**config.mk**
```make
export PLATFORM = sky130hd
export DESIGN_NAME = shared_output_layer_flat
export DESIGN_NICKNAME = d
export VERILOG_FILES = /design/src/rtl/cortez_layer_pkg.sv /design/src/rtl/shared_output_layer_if.sv /design/src/rtl/sat_round.sv /design/src/rtl/shared_output_layer.sv /design/src/flat_wrapper.sv
export SDC_FILE = /design/constraint.sdc
export NUM_CORES = 1
export LEC_CHECK = 0
export BUFFER_PORTS_ARGS = -buffer_cell sky130_fd_sc_hd__clkbuf_2
export CORE_ASPECT_RATIO = 1.75
export CORE_UTILIZATION = 55
export DETAILED_ROUTE_END_ITERATION = 10
export GPL_TIMING_DRIVEN = 0
export HOLD_SLACK_MARGIN = 0.15
export PLACE_DENSITY = 0.74
export SLEW_MARGIN = 5
export SYNTH_ARGS = -nofsm -noshare
export SYNTH_HDL_FRONTEND = slang
export SYNTH_SLANG_ARGS = --single-unit
export TNS_END_PERCENT = 50
```
**constraint.sdc**
```tcl
create_clock -name clk -period 14.83 [get_ports clk]
set_input_delay 2.966 -clock clk [delete_from_list [all_inputs] [get_ports clk]]
set_output_delay 2.966 -clock clk [all_outputs]
set_load 0.02 [all_outputs]
```
**src/rtl/cortez_layer_pkg.sv**
```systemverilog
// Shared types and helpers for the time-multiplexed neural layer family:
// FSM state encoding, derived-size functions and output saturation.
package cortez_layer_pkg;

  typedef enum logic [2:0] {StIdle, StMac, StBias, StArgmax, StDone} layer_state_e;

  // Full-precision accumulator width; sized so a full dot product cannot wrap.
  function automatic int unsigned acc_w(input int unsigned width, input int unsigned num_inputs);
    return 2 * width + $clog2(num_inputs) + 1;
  endfunction

  function automatic int unsigned total(input int unsigned num_outputs,
                                        input int unsigned num_inputs,
                                        input int unsigned width);
    return num_outputs * (num_inputs + 1) * width;
  endfunction

  // Clamp a signed value to the range of a width-bit two's-complement word.
  function automatic longint saturate(input longint v, input int unsigned width,
                                      output logic clip);
    longint hi;
    longint lo;
    hi = (longint'(1) <<< (width - 1)) - 1;
    lo = -hi - 1;
    clip = 1'b0;
    if (v > hi) begin
      clip = 1'b1;
      return hi;
    end
    if (v < lo) begin
      clip = 1'b1;
      return lo;
    end
    return v;
  endfunction

endpackage

```
**src/rtl/shared_output_layer_if.sv**
```systemverilog
// Stream and config-chain signals of the shared output layer. The master side
// is the producer / configuring agent; the slave side is the layer itself.
interface shared_output_layer_if #(
  parameter int unsigned NUM_OUTPUTS = 4,
  parameter int unsigned WIDTH       = 8
);
  localparam int unsigned CLASS_W = (NUM_OUTPUTS > 1) ? $clog2(NUM_OUTPUTS) : 1;

  logic                         csn;
  logic                         sin;
  logic                         sout;
  logic                         sack;
  logic                         ready;
  logic [WIDTH-1:0]             value_in;
  logic                         valid_in;
  logic [NUM_OUTPUTS*WIDTH-1:0] values_out;
  logic [CLASS_W-1:0]           class_out;
  logic                         valid_out;
  logic                         overflow;

  modport master (
    output csn, sin, value_in, valid_in,
    input  sout, sack, ready, values_out, class_out, valid_out, overflow
  );

  modport slave (
    input  csn, sin, value_in, valid_in,
    output sout, sack, ready, values_out, class_out, valid_out, overflow
  );

endinterface

```
**src/rtl/sat_round.sv**
```systemverilog
// Rescales a fixed-point accumulator to data precision, adds a bias and
// saturates to WIDTH bits, flagging any clip. Purely combinational.
module sat_round
  import cortez_layer_pkg::*;
#(
  parameter int unsigned WIDTH     = 8,
  parameter int unsigned FRAC_BITS = 3,
  parameter int unsigned ACC_W     = 19
) (
  input  logic signed [ACC_W-1:0] acc,
  input  logic signed [WIDTH-1:0] bias,
  output logic signed [WIDTH-1:0] result,
  output logic                    clip
);

  logic signed [ACC_W-1:0] scaled;
  logic signed [ACC_W:0]   sum;
  longint                  sat;

  always_comb begin
    // Arithmetic shift floors toward minus infinity.
    scaled = acc >>> FRAC_BITS;
    sum    = {scaled[ACC_W-1], scaled} + {{(ACC_W + 1 - WIDTH){bias[WIDTH-1]}}, bias};
    sat    = saturate(longint'(sum), WIDTH, clip);
    result = WIDTH'(sat);
  end

endmodule

```
**src/rtl/shared_output_layer.sv**
```systemverilog
// Fully-connected output layer with one shared MAC engine, serial weight/bias
// chain, saturating bias stage, sticky overflow and argmax classification.
module shared_output_layer
  import cortez_layer_pkg::*;
#(
  parameter int unsigned NUM_INPUTS  = 4,
  parameter int unsigned NUM_OUTPUTS = 4,
  parameter int unsigned WIDTH       = 8,
  parameter int unsigned FRAC_BITS   = 3
) (
  input logic                  clk,
  input logic                  rst_n,
  shared_output_layer_if.slave bus
);

  localparam int unsigned ACC_W  = acc_w(WIDTH, NUM_INPUTS);
  localparam int unsigned TOTAL  = total(NUM_OUTPUTS, NUM_INPUTS, WIDTH);
  localparam int unsigned OW     = $clog2(NUM_OUTPUTS);
  localparam int unsigned IW     = (NUM_INPUTS > 1) ? $clog2(NUM_INPUTS) : 1;
  localparam int unsigned STRIDE = NUM_INPUTS + 1;

  layer_state_e state_q, state_d;
  logic [OW-1:0] o_q, o_d;
  logic [IW-1:0] i_q, i_d;

  logic [TOTAL-1:0]        chain_q;
  logic                    shifted_q;
  logic                    sack_q;
  logic signed [WIDTH-1:0] x_q;
  logic signed [ACC_W-1:0] acc_q [NUM_OUTPUTS];
  logic signed [WIDTH-1:0] res_q [NUM_OUTPUTS];
  logic signed [WIDTH-1:0] best_val_q;
  logic [OW-1:0]           best_idx_q;
  logic                    ovf_pend_q;
  logic [NUM_OUTPUTS*WIDTH-1:0] values_q;
  logic [OW-1:0]           class_q;
  logic                    ovf_q;

  logic signed [WIDTH-1:0] w_arr [NUM_OUTPUTS][NUM_INPUTS];
  logic signed [WIDTH-1:0] b_arr [NUM_OUTPUTS];

  // Chain word k = o*(NUM_INPUTS+1)+i; the last word of each neuron is its bias.
  for (genvar go = 0; go < NUM_OUTPUTS; go++) begin : g_words
    for (genvar gi = 0; gi < NUM_INPUTS; gi++) begin : g_w
      assign w_arr[go][gi] = chain_q[(go*STRIDE + gi)*WIDTH +: WIDTH];
    end
    assign b_arr[go] = chain_q[(go*STRIDE + NUM_INPUTS)*WIDTH +: WIDTH];
  end

  logic accept, o_last, i_last;
  assign accept = (state_q == StIdle) && bus.csn && bus.valid_in;
  assign o_last = (o_q == OW'(NUM_OUTPUTS - 1));
  assign i_last = (i_q == IW'(NUM_INPUTS - 1));

  always_comb begin
    state_d = state_q;
    o_d     = o_q;
    i_d     = i_q;
    unique case (state_q)
      StIdle: begin
        if (accept) begin
          o_d     = '0;
          state_d = StMac;
        end
      end
      StMac: begin
        if (o_last) begin
          o_d = '0;
          if (i_last) begin
            state_d = StBias;
          end else begin
            i_d     = i_q + IW'(1);
            state_d = StIdle;
          end
        end else begin
          o_d = o_q + OW'(1);
        end
      end
      StBias: begin
        if (o_last) begin
          o_d     = '0;
          state_d = StArgmax;
        end else begin
          o_d = o_q + OW'(1);
        end
      end
      StArgmax: begin
        if (o_last) begin
          o_d     = '0;
          state_d = StDone;
        end else begin
          o_d = o_q + OW'(1);
        end
      end
      StDone: begin
        i_d     = '0;
        state_d = StIdle;
      end
      default: state_d = StIdle;
    endcase
  end

  always_ff @(posedge clk or negedge rst_n) begin
    if (!rst_n) begin
      state_q <= StIdle;
      o_q     <= '0;
      i_q     <= '0;
    end else begin
      state_q <= state_d;
      o_q     <= o_d;
      i_q     <= i_d;
    end
  end

  // Datapath: MAC, bias/saturate and argmax all address neuron o_q.
  logic signed [2*WIDTH-1:0] prod;
  logic signed [ACC_W-1:0]   acc_sel, acc_base, mac_sum;
  logic signed [WIDTH-1:0]   sat_res, cand, best_val_nx;
  logic                      sat_clip, take;
  logic [OW-1:0]             best_idx_nx;

  always_comb begin
    acc_sel     = acc_q[o_q];
    prod        = x_q * w_arr[o_q][i_q];
    acc_base    = (i_q == '0) ? '0 : acc_sel;
    mac_sum     = acc_base + {{(ACC_W - 2*WIDTH){prod[2*WIDTH-1]}}, prod};
    cand        = res_q[o_q];
    take        = (o_q == '0) || (cand > best_val_q);
    best_idx_nx = take ? o_q : best_idx_q;
    best_val_nx = take ? cand : best_val_q;
  end

  sat_round #(
    .WIDTH     (WIDTH),
    .FRAC_BITS (FRAC_BITS),
    .ACC_W     (ACC_W)
  ) u_sat_round (
    .acc    (acc_sel),
    .bias   (b_arr[o_q]),
    .result (sat_res),
    .clip   (sat_clip)
  );

  always_ff @(posedge clk or negedge rst_n) begin
    if (!rst_n) begin
      x_q        <= '0;
      best_val_q <= '0;
      best_idx_q <= '0;
      ovf_pend_q <= 1'b0;
      values_q   <= '0;
      class_q    <= '0;
      ovf_q      <= 1'b0;
      for (int k = 0; k < NUM_OUTPUTS; k++) begin
        acc_q[k] <= '0;
        res_q[k] <= '0;
      end
    end else begin
      if (accept) begin
        x_q        <= bus.value_in;
        ovf_pend_q <= 1'b0;
      end
      if (state_q == StMac) acc_q[o_q] <= mac_sum;
      if (state_q == StBias) begin
        res_q[o_q] <= sat_res;
        if (sat_clip) ovf_pend_q <= 1'b1;
      end
      if (state_q == StArgmax) begin
        best_idx_q <= best_idx_nx;
        best_val_q <= best_val_nx;
        // Publish on entry to DONE so outputs are current while valid_out is high.
        if (o_last) begin
          for (int k = 0; k < NUM_OUTPUTS; k++) values_q[k*WIDTH +: WIDTH] <= res_q[k];
          class_q <= best_idx_nx;
          ovf_q   <= ovf_pend_q;
        end
      end
    end
  end

  // Config chain only moves in IDLE; sack follows the first idle csn-high cycle after a shift.
  always_ff @(posedge clk or negedge rst_n) begin
    if (!rst_n) begin
      chain_q   <= '0;
      shifted_q <= 1'b0;
      sack_q    <= 1'b0;
    end else begin
      sack_q <= 1'b0;
      if (state_q == StIdle) begin
        if (!bus.csn) begin
          chain_q   <= {chain_q[TOTAL-2:0], bus.sin};
          shifted_q <= 1'b1;
        end else if (shifted_q) begin
          sack_q    <= 1'b1;
          shifted_q <= 1'b0;
        end
      end
    end
  end

  assign bus.sout       = chain_q[TOTAL-1];
  assign bus.sack       = sack_q;
  assign bus.ready      = (state_q == StIdle) && bus.csn;
  assign bus.values_out = values_q;
  assign bus.class_out  = class_q;
  assign bus.valid_out  = (state_q == StDone);
  assign bus.overflow   = ovf_q;

endmodule

```
**src/flat_wrapper.sv**
```systemverilog
// flat-port wrapper written by rule: the top's interface ports become plain ports
module shared_output_layer_flat import cortez_layer_pkg::*;
#(
  parameter int unsigned NUM_INPUTS  = 4,
  parameter int unsigned NUM_OUTPUTS = 4,
  parameter int unsigned WIDTH       = 8,
  parameter int unsigned FRAC_BITS   = 3
)
  (clk, rst_n, bus_csn, bus_sin, bus_value_in, bus_valid_in, bus_sout, bus_sack, bus_ready, bus_values_out, bus_class_out, bus_valid_out, bus_overflow);
  shared_output_layer_if #(.NUM_OUTPUTS(NUM_OUTPUTS), .WIDTH(WIDTH)) bus_i ();
  input logic clk;
  input logic rst_n;
  input wire logic [$bits(bus_i.csn)-1:0] bus_csn;
  input wire logic [$bits(bus_i.sin)-1:0] bus_sin;
  input wire logic [$bits(bus_i.value_in)-1:0] bus_value_in;
  input wire logic [$bits(bus_i.valid_in)-1:0] bus_valid_in;
  output wire logic [$bits(bus_i.sout)-1:0] bus_sout;
  output wire logic [$bits(bus_i.sack)-1:0] bus_sack;
  output wire logic [$bits(bus_i.ready)-1:0] bus_ready;
  output wire logic [$bits(bus_i.values_out)-1:0] bus_values_out;
  output wire logic [$bits(bus_i.class_out)-1:0] bus_class_out;
  output wire logic [$bits(bus_i.valid_out)-1:0] bus_valid_out;
  output wire logic [$bits(bus_i.overflow)-1:0] bus_overflow;
  assign bus_i.csn = bus_csn;
  assign bus_i.sin = bus_sin;
  assign bus_i.value_in = bus_value_in;
  assign bus_i.valid_in = bus_valid_in;
  assign bus_sout = bus_i.sout;
  assign bus_sack = bus_i.sack;
  assign bus_ready = bus_i.ready;
  assign bus_values_out = bus_i.values_out;
  assign bus_class_out = bus_i.class_out;
  assign bus_valid_out = bus_i.valid_out;
  assign bus_overflow = bus_i.overflow;
  shared_output_layer #(.NUM_INPUTS(NUM_INPUTS), .NUM_OUTPUTS(NUM_OUTPUTS), .WIDTH(WIDTH), .FRAC_BITS(FRAC_BITS)) u_core (.clk(clk), .rst_n(rst_n), .bus(bus_i));
endmodule
```
==> flow_summary.json <==
{
  "status": "complete, no violations",
  "die_w_um": 142,
  "drv_slew": 0,
  "insertion_delay_ns": 0.60,
  "synth.net_count": 1785,
  "synth_top_area_share_pct": 44.2,
  "r2r_start": "u_core.o_q[0]",
  "yosysSeqAreaShare_pct": 44.2,
  "rsz0062_at_grt": "false",
  "clock-sinks": 331,
  "switching_share_pct": 46.3,
  "grt_pass1_wl_mm": 72.4,
  "pin_count": 52,
  "grt_max_degree": 112,
  "detail_route.vias_per_cell": 5.87,
  "synth-edff-count": 0,
  "routed_wl_mm": 45.6,
  "min_period_over_period_pct": 63.2,
  "setup_tns_ns": 0,
  "detail_route.iter0.violations": 624,
  "post-cts-setup-buffers": 0,
  "cts_made_buffers": 31,
  "worst_clock_skew_ns": 0.0282,
  "arrival_ns": 9.81,
  "ctsHtreeMaxLevel": 1,
  "synthCells": 1638,
  "cp-startpoint": "u_core.o_q[0]",
  "postSynth.asyncResetShare_pct": 100,
  "critPathMaxFanout": 10,
  "power.internal_mw": 2.56,
  "fin_area_um2": 20700,
  "end_kind": "flip-flop",
  "clock_power_share_pct": 17.0,
  "route.vias.total": 12900,
  "place_area_um2": 19600,
  "setup_viol": 0,
  "initial_utilization_pct": 55.7,
  "fp-row-count": 89,
  "tightest_slew_ns": 1.06,
  "synth_area_per_cell_um2": 11.4,
  "root_buffer": "clkbuf_16",
  "yosys.area.top_type": "dfrtp_1",
  "path_class": "flip-flop to flip-flop",
  "antenna_found_initial": 0,
  "layout-drive-gt1-share_pct": 22.2,
  "required_ns": 15.27,
  "reg2reg_slack_ns": 5.46,
  "r2r-end": "u_core.acc_q[37]",
  "ctsResizeCount": 0,
  "dieArea_um2": 34800,
  "antenna_cells": 0,
  "nNetsFinal": 1872,
  "drc": 0,
  "hold_viol": 0,
  "pwr-share-comb_pct": 56.6,
  "syn_to_final_growth_pct": 10.4,
  "synth_area_leaders": "dfrtp_1, mux2_2, mux4_2",
  "port_buffers": 51,
  "coreArea_um2": 33600,
  "grt_pass1_vias": 13500,
  "ys_types": 68,
  "die_h_um": 246,
  "cellPowerDensity_nw_per_um2": 230,
  "power_switching_mw": 2.21,
  "synthFlopType": "dfrtp_1",
  "place_congestion": 0.917,
  "gr-total-overflow": 0,
  "max_cap_viol_count": 0,
  "drt-wirelength-per-cell_um": 20.7,
  "clk_pin_slew_worst_paths_ns": 0.07,
  "nFillCells": 2736,
  "dp_hpwl_mm": 34.9,
  "firstDrtPassIters": 7,
  "min_path_type": "flip-flop to flip-flop",
  "irDropWorstVdd_uv": 152,
  "ys_warn_count": 0,
  "max_freq_mhz": 107,
  "grtUsageTotal_pct": 27.3,
  "seqPwrFrac_pct": 26.4,
  "p_leak_nw": 10.1,
  "endpoint": "u_core.acc_q[37]",
  "cts_tree": "yes",
  "synth-seq-cells": 331,
  "cts_buffer_depth": 3,
  "ant_nets": 0,
  "finish.utilization_pct": 61.5,
  "synth_area_um2": 18700,
  "startpoint_type": "flip-flop",
  "finalCriticalPeriod_ns": 9.37,
  "slew_headroom_pct": 29.4,
  "r2r_cells": 26,
  "postCtsHoldBufs": 0,
  "finalPower_mw": 4.76
}
[state kept, by name (all words and copies together) (netlist names), 3 cells and up]
name / cells
u_core.chain_q: 160
u_core.acc_q: 76
u_core.bus.values_out: 32
u_core.res_q: 32
u_core.best_val_q: 8
u_core.x_q: 8
u_core.state_q: 3
[stage by stage]
step,std cells,hold WS (ns),setup WS (ns)
finish,2202,0.473,5.46
global route,2202,0.495,5.07
CTS,2202,0.480,5.44
detailed placement,2147,0.463,5.50
global placement,2144,0.456,3.82
floorplan,1638,0.439,6.84
[cells in the final DEF (no fill, tap or decap), types with 12 or more instances in the layout]
master and n:
nor2b_1 23, nand2_1 262, and2_1 46, clkbuf_2 50
inv_1 118, dfrtp_1 331, ha_1 77, o21ai_0 112
nor3_1 12, nor2_1 39, clkbuf_16 31, xor2_1 13
mux2_2 181, mux4_2 73, xnor2_1 27, clkbuf_1 57
nand3_1 15, o21ai_1 14, a21oi_1 40, fa_1 57
[worst min-delay path by stage]
stage / startpoint / end / slack (ns) / depth (start not counted)
2_1_floorplan: u_core.ovf_pend_q / u_core.bus.overflow / 0.44 / 2
3_3_place_gp: u_core.acc_q[44] / u_core.acc_q[44] / 0.46 / 2
3_5_place_dp: u_core.bus.values_out[18] / u_core.bus.values_out[18] / 0.46 / 2
4_1_cts: u_core.bus.values_out[6] / u_core.bus.values_out[6] / 0.48 / 2
5_1_grt: u_core.bus.values_out[5] / u_core.bus.values_out[5] / 0.50 / 2
6_report: u_core.bus.values_out[27] / u_core.bus.values_out[27] / 0.47 / 2
[logic make-up after synthesis]
| kind of cell | share of synthesized area (%) |
|---|---|
| and+or+nand+nor | 10.7 |
| DFF | 44.2 |
| muxes | 20.0 |
| AOI/OAI and AO/OA | 8.01 |
| buffers and inverters | 3.89 |
| adders and majority gates | 11.2 |
| xor gates and xnor gates | 1.99 |
[per-layer routing]
layer  track usage [%]  vias to the layer above  wire (um)
li1                  -                     5876          -
met1              28.7                     6580      16100
met2              51.4                      336      25000
met3              3.03                      134       1580
met4              17.1                        0       2930
met5                 0                        -          0
[Yosys cell counts (4+ instances only)]
cell and instances:
a31oi_1 4, a21o_1 10, nor3_1 12, ha_1 77
xor2_1 13, inv_1 118, o21bai_1 10, nand4_1 5
dfrtp_1 331, o21a_1 9, and3_1 4, a22o_1 4
buf_1 5, nor2b_1 23, nand3_1 15, o21ai_0 112
o211ai_1 4, fa_1 57, buf_2 6, a211oi_1 6
mux4_2 73, nor2_1 39, a21oi_1 40, nor3b_1 4
nand2_1 262, and2_1 46, o21ai_1 14, mux2_2 181
xnor2_1 27, nand2b_1 9, clkbuf_1 56, mux2i_1 6
[power groups by stage]
stage / clock network, mW / registers (mW) / logic [mW]
after floorplan: 0 / 1.25 / 1.88
after global placement: 0 / 1.26 / 2.60
after detailed placement: 0 / 1.27 / 2.68
after CTS: 0.820 / 1.26 / 2.69
after global routing: 0.858 / 1.28 / 2.95
final: 0.808 / 1.26 / 2.70
[cell type report]
cell class,instances,area [um^2],area share [%]
clock buffers,40,890,4.30
clock inverters,15,133,0.641
multi-input cells,1118,9730,47.0
inverters,120,450,2.18
flip-flops and latches,331,8280,40.1
well taps,455,569,2.75
repair buffers,54,347,1.68
plain buffers,69,278,1.34
[critical path, cell delays in order, from the launching register on]
cell       delay, ns
dfrtp_1         0.39
buf_2           0.38
buf_1           0.81
mux4_2          0.67
mux4_2          0.63
nand2_1         0.22
inv_1           0.07
fa_1            0.58
inv_1           0.15
fa_1            0.56
inv_1           0.06
fa_1            0.52
inv_1           0.05
fa_1            0.52
inv_1           0.04
ha_1            0.34
a21o_1          0.21
a2111oi_0       0.42
a21oi_1         0.24
xor2_1          0.66
ha_1            0.37
a21oi_1         0.15
inv_1           0.09
or4b_1          0.55
a41o_1          0.20
o211ai_1        0.16
o21ai_0         0.14
Note: power is estimated with default switching activity, not from simulation.
